===== src/rtl/ram_arbiter.sv =====
// ---------------------------------------------------------------------------
// ram_arbiter
//   Shares one single-port synchronous RAM between two requesters (A and B).
//   At most one access is granted per cycle. Ties in the idle state go to the
//   side that was not granted last (round-robin). A requester can lock the
//   RAM for back-to-back accesses. The lock is dropped when the owner
//   deasserts its lock while idle, or after LOCK_MAX consecutive idle cycles.
//
// Ports
//   i_clk, i_rst_n            clock, synchronous active-low reset
//   i_x_req/we/lock/addr/data requester x (a or b) access request
//   o_x_gnt                   combinational grant; access executes at next posedge
//   o_x_rvalid / o_x_rdata    read return, one cycle after a granted read
//   o_ram_addr/data/we/re     RAM command port
//   i_ram_data                RAM registered read data
// ---------------------------------------------------------------------------
module ram_arbiter #(
    parameter int ADDR_WIDTH = 8,
    parameter int DATA_WIDTH = 8,
    parameter int LOCK_MAX   = 15
) (
    input  logic                  i_clk,
    input  logic                  i_rst_n,
    input  logic                  i_a_req,
    input  logic                  i_a_we,
    input  logic                  i_a_lock,
    input  logic [ADDR_WIDTH-1:0] i_a_addr,
    input  logic [DATA_WIDTH-1:0] i_a_data,
    input  logic                  i_b_req,
    input  logic                  i_b_we,
    input  logic                  i_b_lock,
    input  logic [ADDR_WIDTH-1:0] i_b_addr,
    input  logic [DATA_WIDTH-1:0] i_b_data,
    output logic                  o_a_gnt,
    output logic                  o_b_gnt,
    output logic                  o_a_rvalid,
    output logic                  o_b_rvalid,
    output logic [DATA_WIDTH-1:0] o_a_rdata,
    output logic [DATA_WIDTH-1:0] o_b_rdata,
    output logic [ADDR_WIDTH-1:0] o_ram_addr,
    output logic [DATA_WIDTH-1:0] o_ram_data,
    output logic                  o_ram_we,
    output logic                  o_ram_re,
    input  logic [DATA_WIDTH-1:0] i_ram_data
);

    typedef enum logic [1:0] {
        ST_IDLE   = 2'd0,
        ST_LOCK_A = 2'd1,
        ST_LOCK_B = 2'd2
    } state_e;

    // Counter value on which the last allowed idle cycle of a lock ends.
    localparam logic [7:0] LOCK_LAST = 8'(LOCK_MAX - 1);

    state_e     state_q, state_d;
    logic       last_b_q, last_b_d;     // 1: B was granted most recently
    logic [7:0] cnt_q, cnt_d;           // consecutive idle cycles while locked
    logic       a_rvalid_q, a_rvalid_d;
    logic       b_rvalid_q, b_rvalid_d;
    logic       gnt_a_s, gnt_b_s;

    // Grant decision; reset forces both grants low immediately.
    always_comb begin
        gnt_a_s = 1'b0;
        gnt_b_s = 1'b0;
        if (!i_rst_n) begin
            gnt_a_s = 1'b0;
            gnt_b_s = 1'b0;
        end else begin
            case (state_q)
                ST_LOCK_A: gnt_a_s = i_a_req;
                ST_LOCK_B: gnt_b_s = i_b_req;
                default: begin
                    // Idle (and any unreachable encoding): round-robin on ties.
                    if (i_a_req && i_b_req) begin
                        if (last_b_q) begin
                            gnt_a_s = 1'b1;
                        end else begin
                            gnt_b_s = 1'b1;
                        end
                    end else begin
                        gnt_a_s = i_a_req;
                        gnt_b_s = i_b_req;
                    end
                end
            endcase
        end
    end

    // Next-state logic for ownership, round-robin pointer, lock counter, rvalid.
    always_comb begin
        state_d    = state_q;
        last_b_d   = last_b_q;
        cnt_d      = cnt_q;
        a_rvalid_d = gnt_a_s & ~i_a_we;
        b_rvalid_d = gnt_b_s & ~i_b_we;
        if (gnt_a_s) begin
            last_b_d = 1'b0;
            cnt_d    = 8'd0;
            state_d  = i_a_lock ? ST_LOCK_A : ST_IDLE;
        end else if (gnt_b_s) begin
            last_b_d = 1'b1;
            cnt_d    = 8'd0;
            state_d  = i_b_lock ? ST_LOCK_B : ST_IDLE;
        end else begin
            case (state_q)
                ST_LOCK_A: begin
                    if (!i_a_lock || (cnt_q == LOCK_LAST)) begin
                        state_d = ST_IDLE;
                        cnt_d   = 8'd0;
                    end else begin
                        cnt_d = cnt_q + 8'd1;
                    end
                end
                ST_LOCK_B: begin
                    if (!i_b_lock || (cnt_q == LOCK_LAST)) begin
                        state_d = ST_IDLE;
                        cnt_d   = 8'd0;
                    end else begin
                        cnt_d = cnt_q + 8'd1;
                    end
                end
                ST_IDLE: begin
                    cnt_d = 8'd0;
                end
                default: begin
                    state_d = ST_IDLE;
                    cnt_d   = 8'd0;
                end
            endcase
        end
    end

    // State registers with synchronous active-low reset.
    always_ff @(posedge i_clk) begin
        if (!i_rst_n) begin
            state_q    <= ST_IDLE;
            last_b_q   <= 1'b1;
            cnt_q      <= 8'd0;
            a_rvalid_q <= 1'b0;
            b_rvalid_q <= 1'b0;
        end else begin
            state_q    <= state_d;
            last_b_q   <= last_b_d;
            cnt_q      <= cnt_d;
            a_rvalid_q <= a_rvalid_d;
            b_rvalid_q <= b_rvalid_d;
        end
    end

    // RAM command mux: granted side drives the port, otherwise all zero.
    always_comb begin
        o_ram_addr = {ADDR_WIDTH{1'b0}};
        o_ram_data = {DATA_WIDTH{1'b0}};
        o_ram_we   = 1'b0;
        o_ram_re   = 1'b0;
        if (gnt_a_s) begin
            o_ram_addr = i_a_addr;
            o_ram_data = i_a_data;
            o_ram_we   = i_a_we;
            o_ram_re   = ~i_a_we;
        end else if (gnt_b_s) begin
            o_ram_addr = i_b_addr;
            o_ram_data = i_b_data;
            o_ram_we   = i_b_we;
            o_ram_re   = ~i_b_we;
        end else begin
            o_ram_addr = {ADDR_WIDTH{1'b0}};
            o_ram_data = {DATA_WIDTH{1'b0}};
            o_ram_we   = 1'b0;
            o_ram_re   = 1'b0;
        end
    end

    assign o_a_gnt    = gnt_a_s;
    assign o_b_gnt    = gnt_b_s;
    assign o_a_rvalid = a_rvalid_q;
    assign o_b_rvalid = b_rvalid_q;
    // RAM output is shared, so each side only sees it on its own rvalid cycle.
    assign o_a_rdata  = a_rvalid_q ? i_ram_data : {DATA_WIDTH{1'b0}};
    assign o_b_rdata  = b_rvalid_q ? i_ram_data : {DATA_WIDTH{1'b0}};

endmodule


===== config.mk =====
export PLATFORM = sky130hd
export DESIGN_NAME = ram_arbiter
export DESIGN_NICKNAME = d
export VERILOG_FILES = /design/src/rtl/ram_arbiter.sv
export SDC_FILE = /design/constraint.sdc
export NUM_CORES = 1
export LEC_CHECK = 0
export CAP_MARGIN = 25
export CORE_MARGIN = 2
export CORE_UTILIZATION = 46
export DETAILED_ROUTE_END_ITERATION = 6
export DONT_BUFFER_PORTS = 1
export SLEW_MARGIN = 20
export SYNTH_ARGS = -nofsm -noshare
export SYNTH_HDL_FRONTEND = slang
export SYNTH_SLANG_ARGS = --single-unit

===== constraint.sdc =====
create_clock -name i_clk -period 3.8 [get_ports i_clk]
set_input_delay 0.76 -clock i_clk [delete_from_list [all_inputs] [get_ports i_clk]]
set_output_delay 0.76 -clock i_clk [all_outputs]
set_load 0.03 [all_outputs]

======== Yosys cells after proc, flatten, opt, wreduce, memory -nomap -nowiden ========
Cells that the tools add are included.
word-level totals
  bits in registers ....................... 13
  bits in latches ......................... 0
  bits in writable memories ............... 0
  bits in read-only memories .............. 0
  output and inout port bits .............. 38
  memories ................................ 0
operators by class
  add/subtract/negate cells ............... 1
  $mul .................................... 0
  div/mod/pow operators ................... 0
  magnitude comparators ................... 0
  equal/unequal tests ..................... 6
  shift-type cells ........................ 0
  muxes and demuxes ....................... 30
  bitwise operators ....................... 5
  reductions and logical operators ........ 9
operator list
  cell                 count
  $mux 8               8
  $pmux 8 s2           1
  $mux 1               13
  $mux 2               5
  $add 8x1->8 const B  1
  $eq 8x4->1 const B   1
  $ne 4x4->1 const B   2
  $pmux 2 s3           1
  $pmux 1 s2           2
  $ne 3x3->1 const B   1
  $not 1->1            3
  $reduce_and 3->1     1
  $reduce_or 3->1      1
  $and 1x1->1          2
  $eq 2x1->1 const B   1
  $eq 2x2->1 const B   1
  $logic_not 1->1      2
  $logic_not 2->1      1
  $logic_or 1x1->1     2
  $reduce_bool 2->1    1
  $logic_and 1x1->1    1

======== Depth between registers and ports, before layout ========
Gate-level depths: netlist of the first run.
  depth in word-level cells ............... 6
  gate-level depth with buffers ........... 7
  depth with buffers taken out ............ 7

======== Least setup slack after synthesis of the first run ========
Ideal clock, no wire load.
  kind .................................... input port to output port
  start point ............................. in i_b_req
  end point ............................... out o_ram_addr[0]
  arrival ................................. 1.865 ns
  data required time ...................... 3.040 ns
  slack ................................... 1.175 ns
  stages .................................. 5
  path buffers ............................ 2
  cell sequence ........................... nor3b_2 -> nor3_2 -> buf_4 -> buf_4 -> a22o_1
between the ends
  elaborated cells on any way between the ends .. 9
  those cells by class .................... mux: 8; reduce/logical: 1
RTL lines
  what                line  text
  start: declaration  29    input logic i_b_req,
  $logic_and 1x1->1   76    if (i_a_req && i_b_req) begin
  $mux 1              76
  $pmux 1 s2          71    case (state_q)
  $mux 1              67    if (!i_rst_n) begin
  net o_a_gnt         34    output logic o_a_gnt,
  $mux 8              158   if (gnt_a_s) begin
  end: declaration    40    output logic [ADDR_WIDTH-1:0] o_ram_addr,
The timed path passes the listed nets, and every way through them passes these cells.

======== Worst setup path after layout of the first run ========
  start point ............................. reg state_q[0]
  end point ............................... out o_ram_addr[7]
between the ends
  cells in the longest elaborated chain, start to end .. 5
  elaborated cells on any way between the ends .. 8
  those cells by class .................... eq/ne: 2; mux: 6
RTL lines
  what                                      line  text
  start: declaration                        56    state_e state_q, state_d;
  start signal: assignment                  144   state_q <= state_d;
  $eq 2x2->1 or $eq 2x1->1 (tied branches)  71
  $pmux 1 s2                                71
  $mux 1                                    67
  $mux 8                                    163   end else if (gnt_b_s) begin
  $mux 8 *                                  158
Every way passes the cells marked *; elsewhere a longest branch is shown, timed or not.

==> impl_results.md, run 1 <==
- Cell Pwr Density: approximately 370 nW/um^2
- Synth-to-layout area growth: 4.34%
- Outcome: finished clean
- Final Skew: 0.000542 ns
- Antenna viol nets, final: 0
- Die area: between 2000 and 2500 sq um
- Die X: slightly below 50 microns
- Tcrit/Tclk final: 84.6%
- Maximum clock rate: a little over 300 MHz
- Worst Setup End Kind: primary output
- R2R setup slack: roughly 1.7 ns
- Worst Min Path Start: state_q[1]
- #FFs+latches synth: 13
- Placement Cell Area: 967 sq um
- Number of global-route vias before repair: 757
- Nets: between 150 and 200
- Crit path launch type: flip-flop
- Asr flop ratio synth: 0%
- Final setup fails: 0
- Final Hold Vio Count: 0
- Crit path from: state_q[0]
- Top_reg_cell synth: dfxtp_1
- GRT overflow: 0
- Post-DP HPWL: 2.02 mm
- Worst hold path endpoint: state_q[1]
- Skew-Pair Late Insertion Delay: approximately 0.28 ns
- Avg Inst Size Synth: 8.50 sq um
- Hold Path Stages: 2
- GP Congestion: about 0.82
- Hold/Removal Path Class: flip-flop to flip-flop
- Total CTS buffers: 3
- Fin Setup TNS: 0 ns
- Required time of the critical path: roughly 3 ns
- CTS root buffer: clkbuf_4
- Worst Path Class, Setup: flip-flop to primary output
- DR vias: approximately 850
- Syn_nets: around 170
- Mapped Area: ~950 sq um
- Worst Tran Pin Value: approximately 0.68 ns
- # diodes: 0
- Slew HR: 54.5%
- FP Rows: 16
- IO Port Bufs: 0
- Number of DRC markers in iteration 0: 23
- Reg2Reg Depth: 7
- Largest net degree at the start of global routing: 21
- Tot GR Track Use: a little under a fifth
- Clock Pin Slew Worst Setup and Hold Paths: about 0.070 ns
- Min cycle time layout: between 3 and 4 ns
- CTS tree: built
- Max-Cap Viols: 0
- Ports: 86
- Max Buffers Root-to-Sink: 2
- Hold buffers post-CTS: 0
- Via/cell ratio: 6.04
- DRT Pass-1 Iters: 4
- Max Slew Vio Count: 0
- CTS sink count: 13
- Worst reg2reg path endpoint: state_q[0]
- RSZ-0062 raised after global routing: no
- Crit path DAT: about 2.5 ns
- Routed wire length: roughly 2.5 mm
- Max rail drop VDD: approximately 0.27 mV
- Resized cells post-CTS: 0
- Synth unique cells: 31
- CORE AREA: approximately 2000 sq um
- Initial antenna violation count: 0
- YS warnings: 0
- Avg WL per Cell: 17.9 microns
- Remaining DRCs: 0
- Syn Inst Count: about 110
- H-Tree Depth: 1
- Final Cell Area: just under 1000 sq um
- Global-route wire length before repair: 3.62 mm
- Worst r2r src: state_q[0]
- Share of cells above drive strength 1: roughly 7%
- Starting Density: a little under 50%
- Fill cells: about 200
- P_leak: just under 0.0004 uW
- Critical-path maximum fanout: 18
- Number of synthesized flops with an enable pin: 0
- Die Span Y: about 50 microns
- Post-CTS Setup Inserts: 0
- Sequential area share after synthesis: 27.3%
-- power by group --
group,total [uW],internal (uW),switching [uW]
clock network,84.9,40.8,44.2
registers,149,141,7.78
logic,131,35.9,95.4
-- final cells by class --
cell class	instances	area (sq um)	area share [%]
well taps	27	33.8	3.40
clock buffers	4	26.3	2.64
inverters	5	18.8	1.89
repair buffers	1	7.51	0.756
multi-input cells	91	647	65.1
flip-flops and latches	13	260	26.2
-- sequential cells by signal, indices dropped and copies added (netlist names) --
name / count
cnt_q: 8
o_a_rvalid: 1
last_b_q: 1
state_q: 2
o_b_rvalid: 1
-- worst max-delay path, cell delays in order (launching register included) --
cell,delay (ns)
dfxtp_1,0.39
inv_1,0.08
ha_1,0.36
nor3b_2,0.26
nor3_2,0.09
nor2_2,0.56
a22o_1,0.43
-- Yosys cell counts (all sizes together) (2+ instances only) --
| cell | count | share of area (%) |
|---|---|---|
| or4 | 2 | 1.6 |
| ha | 6 | 7.9 |
| nand2 | 7 | 2.8 |
| and2 | 17 | 11 |
| a22o | 19 | 17 |
| nand4 | 5 | 3.3 |
| inv | 5 | 2.0 |
| xor2 | 5 | 4.6 |
| o22ai | 2 | 1.3 |
| buf | 3 | 2.8 |
| nor3 | 2 | 1.6 |
| nor2 | 10 | 4.2 |
| a21oi | 2 | 1.1 |
| dfxtp | 13 | 27 |
-- how the worst max path moves through the flow --
stage	slack [ns]	to
final	0.58	o_ram_addr[7]
after global routing	0.42	o_ram_addr[7]
after CTS	0.57	o_ram_addr[7]
after detailed placement	0.86	o_ram_addr[7]
after global placement	0.97	o_ram_addr[7]
after floorplan	1.17	o_ram_addr[0]
-- kinds of logic (layout without fill, tap and decap cells) --
group           count (synthesis)  after routing  share of synthesized area, %
flops                          13             13                          27.3
fa+ha+maj                       6              6                          7.88
xor+xnor                        6              6                          5.52
buf+inv                         8             10                          4.73
simple gates                   54             54                          33.2
compound gates                 25             25                          21.3
-- stage by stage --
step	hold slack (ns)	std cells	worst slack [ns]	util, %	power, uW
CTS	0.483	141	0.566	50.6	366
floorplan	0.437	112	1.17	-	272
detailed placement	0.465	137	0.857	49.3	283
global route	0.515	141	0.416	50.6	381
finish	0.484	141	0.585	50.6	365
global placement	0.461	137	0.968	49.3	282
-- layout by cell type, fill, tap and decap left out --
cell,netlist,layout
a22o_1,19,19
dfxtp_1,13,13
nor3_1,1,1
nand4_1,5,5
o21ai_1,1,1
and2_1,17,17
clkbuf_1,0,1
o22ai_1,2,2
clkbuf_4,0,3
and3_1,1,1
nand4b_1,1,1
xor2_1,5,5
buf_4,2,1
ha_1,6,6
nor4_1,1,1
nor2_2,1,1
nor2b_2,1,1
or3b_1,1,1
or4_1,2,2
nand2_1,7,7
or2_1,1,1
or3_1,1,1
nor3_2,1,1
nand3b_1,1,1
nor2_1,9,9
a21oi_1,2,2
xnor2_1,1,1
nor3b_2,1,1
o2bb2ai_1,1,1
inv_1,5,5
nand3_1,1,1
nand2b_1,1,1
-- routing by layer --
layer	GRT usage, %	share of wire [%]	vias up
li1	-	-	409
met1	22.3	39	397
met2	32.9	50	41
met3	6.06	10	5
met4	6.94	1.3	0
met5	0	0	-
(Power assumes the default switching activity.)
==> run 2, diff against run 1 <==
==> constraint.sdc (replaced) <==
create_clock -name i_clk -period 3 [get_ports i_clk]
set_input_delay 0.6 -clock i_clk [delete_from_list [all_inputs] [get_ports i_clk]]
set_output_delay 0.6 -clock i_clk [all_outputs]
set_load 0.03 [all_outputs]
==> impl_results.md, run 2 (synthesis gave the netlist of run 1 again) <==
- Skew-Pair Late Insertion Delay: 0.27 ns (was 0.28 ns)
- Post-CTS Setup Inserts: 0 (unchanged)
- Met3 WL: 192 microns (was 251 microns)
- Tcrit/Tclk final: between 90% and 100%
- Via/cell ratio: 6.09 (was 6.04)
- IO Port Bufs: 0 (unchanged)
- Maximum clock rate: around 350 MHz
- Worst Setup End Kind: primary output (unchanged)
- RSZ-0062 raised after global routing: no (unchanged)
- Routed wire length: 2.37 mm (was 2.52 mm)
- Number of DRC markers in iteration 0: 13 (was 23)
- Critical-path maximum fanout: 20 (was 18)
- Largest Register: cnt_q (unchanged)
- Final Skew: 0.00607 ns (was 0.000542 ns)
- Required time of the critical path: 2.40 ns (was 3.04 ns)
- Tot GR Track Use: 18.8% (was 19.1%)
- WL met2: 1.24 mm (was 1.26 mm)
- Final setup fails: 0 (unchanged)
- DRT Pass-1 Iters: 4 (unchanged)
- Die area: 2450 sq um (unchanged)
- H-Tree Depth: 1 (unchanged)
- Resized cells post-CTS: 0 (unchanged)
- CTS root buffer: clkbuf_4 (unchanged)
- Die Span Y: 49.5 microns (unchanged)
- DR vias: 865 (was 852)
- Remaining DRCs: 0 (unchanged)
- Outcome: finished clean (unchanged)
- Cell Pwr Density: 462 nW/um^2 (was 367 nW/um^2)
- Final Cell Area: 1000 sq um (was 993 sq um)
- Switch Pwr: 188 uW (was 147 uW)
- Biggest regs: cnt_q (8), state_q (2) (unchanged)
- CORE AREA: 1960 sq um (unchanged)
- Max-Cap Viols: 0 (unchanged)
- Most frequent cells in the layout: a22o_1, and2_1, dfxtp_1 (unchanged)
- Worst-path cell chain: inv_1 -> ha_1 -> nor2b_2 -> nor3_2 -> buf_4 -> nor3_1 -> or2_1 (was inv_1 -> ha_1 -> nor3b_2 -> nor3_2 -> nor2_2 -> a22o_1)
- CTS tree: built (unchanged)
- Avg WL per Cell: 16.7 microns (was 17.9 microns)
- # diodes: 0 (unchanged)
- Total power: 463 uW (was 365 uW)
- Gate power share: 36.7% (was 36.0%)
- Fin Setup TNS: 0 ns (unchanged)
- Slowest-stage cell, CP: dfxtp_1 (was nor2_2)
- Final core occ: 51.1% (was 50.6%)
- Min cycle time layout: 2.84 ns
- GP Congestion: 0.771 (was 0.818)
- Clock share of power: 22.6% (was 23.3%)
- Nets: 170 (was 169)
- Synth-to-layout area growth: 5.26% (was 4.34%)
- Starting Density: 48.5% (unchanged)
- Post-DP HPWL: 1.91 mm (was 2.02 mm)
- GRT overflow: 0 (unchanged)
- Max rail drop VDD: 0.241 mV (was 0.272 mV)
- FP Rows: 16 (unchanged)
- Max Used Layer: met4 (unchanged)
- Commonest non-fill, non-tap cell in the layout: a22o_1 (unchanged)
- Sw Share: 40.6% (was 40.4%)
- Worst Path Class, Setup: flip-flop to primary output (unchanged)
- Hold buffers post-CTS: 0 (unchanged)
- Clock Pin Slew Worst Setup and Hold Paths: 0.08 ns (was 0.07 ns)
- CTS sink count: 13 (unchanged)
- Max FFs per register: 8 (unchanged)
- Final Hold Vio Count: 0 (unchanged)
- Total CTS buffers: 3 (unchanged)
- Global-route wire length before repair: 3.52 mm (was 3.62 mm)
- Max Buffers Root-to-Sink: 2 (unchanged)
- Worst Tran Pin Value: 0.475 ns (was 0.682 ns)
- Number of global-route vias before repair: 770 (was 757)
- Antenna viol nets, final: 0 (unchanged)
- Initial antenna violation count: 0 (unchanged)
- Hold/Removal Path Class: input pin to flip-flop (was flip-flop to flip-flop)
- Crit path launch type: flip-flop (unchanged)
- Largest net degree at the start of global routing: 21 (unchanged)
- Slew HR: 68.3% (was 54.5%)
- Placement Cell Area: 975 sq um (was 967 sq um)
- P_leak: 0.000400 uW (was 0.000392 uW)
- Metal1 wirelength: 924 microns (was 974 microns)
- Slowest Stage Delay on Critical Path: 0.40 ns (was 0.56 ns)
- Share of cells above drive strength 1: 8.70% (was 7.02%)
- Crit path DAT: 2.24 ns (was 2.46 ns)
- Ports: 86 (unchanged)
- Max Slew Vio Count: 0 (unchanged)
- Die X: 49.5 microns (unchanged)
- P_int: 275 uW (was 217 uW)
- Seq pwr share: 40.7% (about the same)
-- run 2: cell count changes in the layout (fill, tap and decap cells not counted) --
cell / delta
buf_4: +1
clkbuf_1: -1
clkinv_2: +1
-- run 2: final timing paths --
path	from	endpoint	slack (ns)	cells past startpoint
worst min register to register	state_q[1]	state_q[1]	0.49	2
worst min-delay path	i_b_we	o_b_rvalid	0.38	1
worst max-delay path	state_q[0]	o_ram_re	0.16	7
worst max register to register	state_q[0]	state_q[0]	0.92	7
-- run 2: cell type report --
cell class | count | area [sq um]
tap | 27 | 33.8
timing repair buffer | 2 | 15.0
clock buffer | 3 | 22.5
sequential | 13 | 260
clock inverter | 1 | 5.00
inverter | 5 | 18.8
fill | 183 | 960
multi-input combinational | 91 | 647
-- run 2: power groups by stage --
stage | clock [uW] | sequential, uW | combinational, uW
CTS | 112 | 188 | 171
global route | 123 | 189 | 179
finish | 105 | 188 | 170
detailed placement | 0 | 192 | 170
global placement | 0 | 191 | 169
floorplan | 0 | 190 | 154
-- run 2: through the flow --
stage,hold WS [ns],cells,worst slack (ns)
after floorplan,0.437,112,0.540
after global placement,0.461,138,0.541
after detailed placement,0.473,138,0.463
after CTS,0.370,142,0.144
after global routing,0.356,142,0.0144
final,0.383,142,0.160
-- run 2: metal layers --
layer,vias up,GRT usage [%]
met5,-,0
met4,0,5.56
met3,2,3.94
met2,47,34.0
met1,404,22.1
li1,412,-
-- run 2: worst max-delay path: cells and delay by family (launching register included) --
kind                       cells  cell delay [ns]
and+or+nand+nor                4             0.82
adders and majority gates      1             0.37
DFF                            1             0.40
buffers and inverters          2             0.39
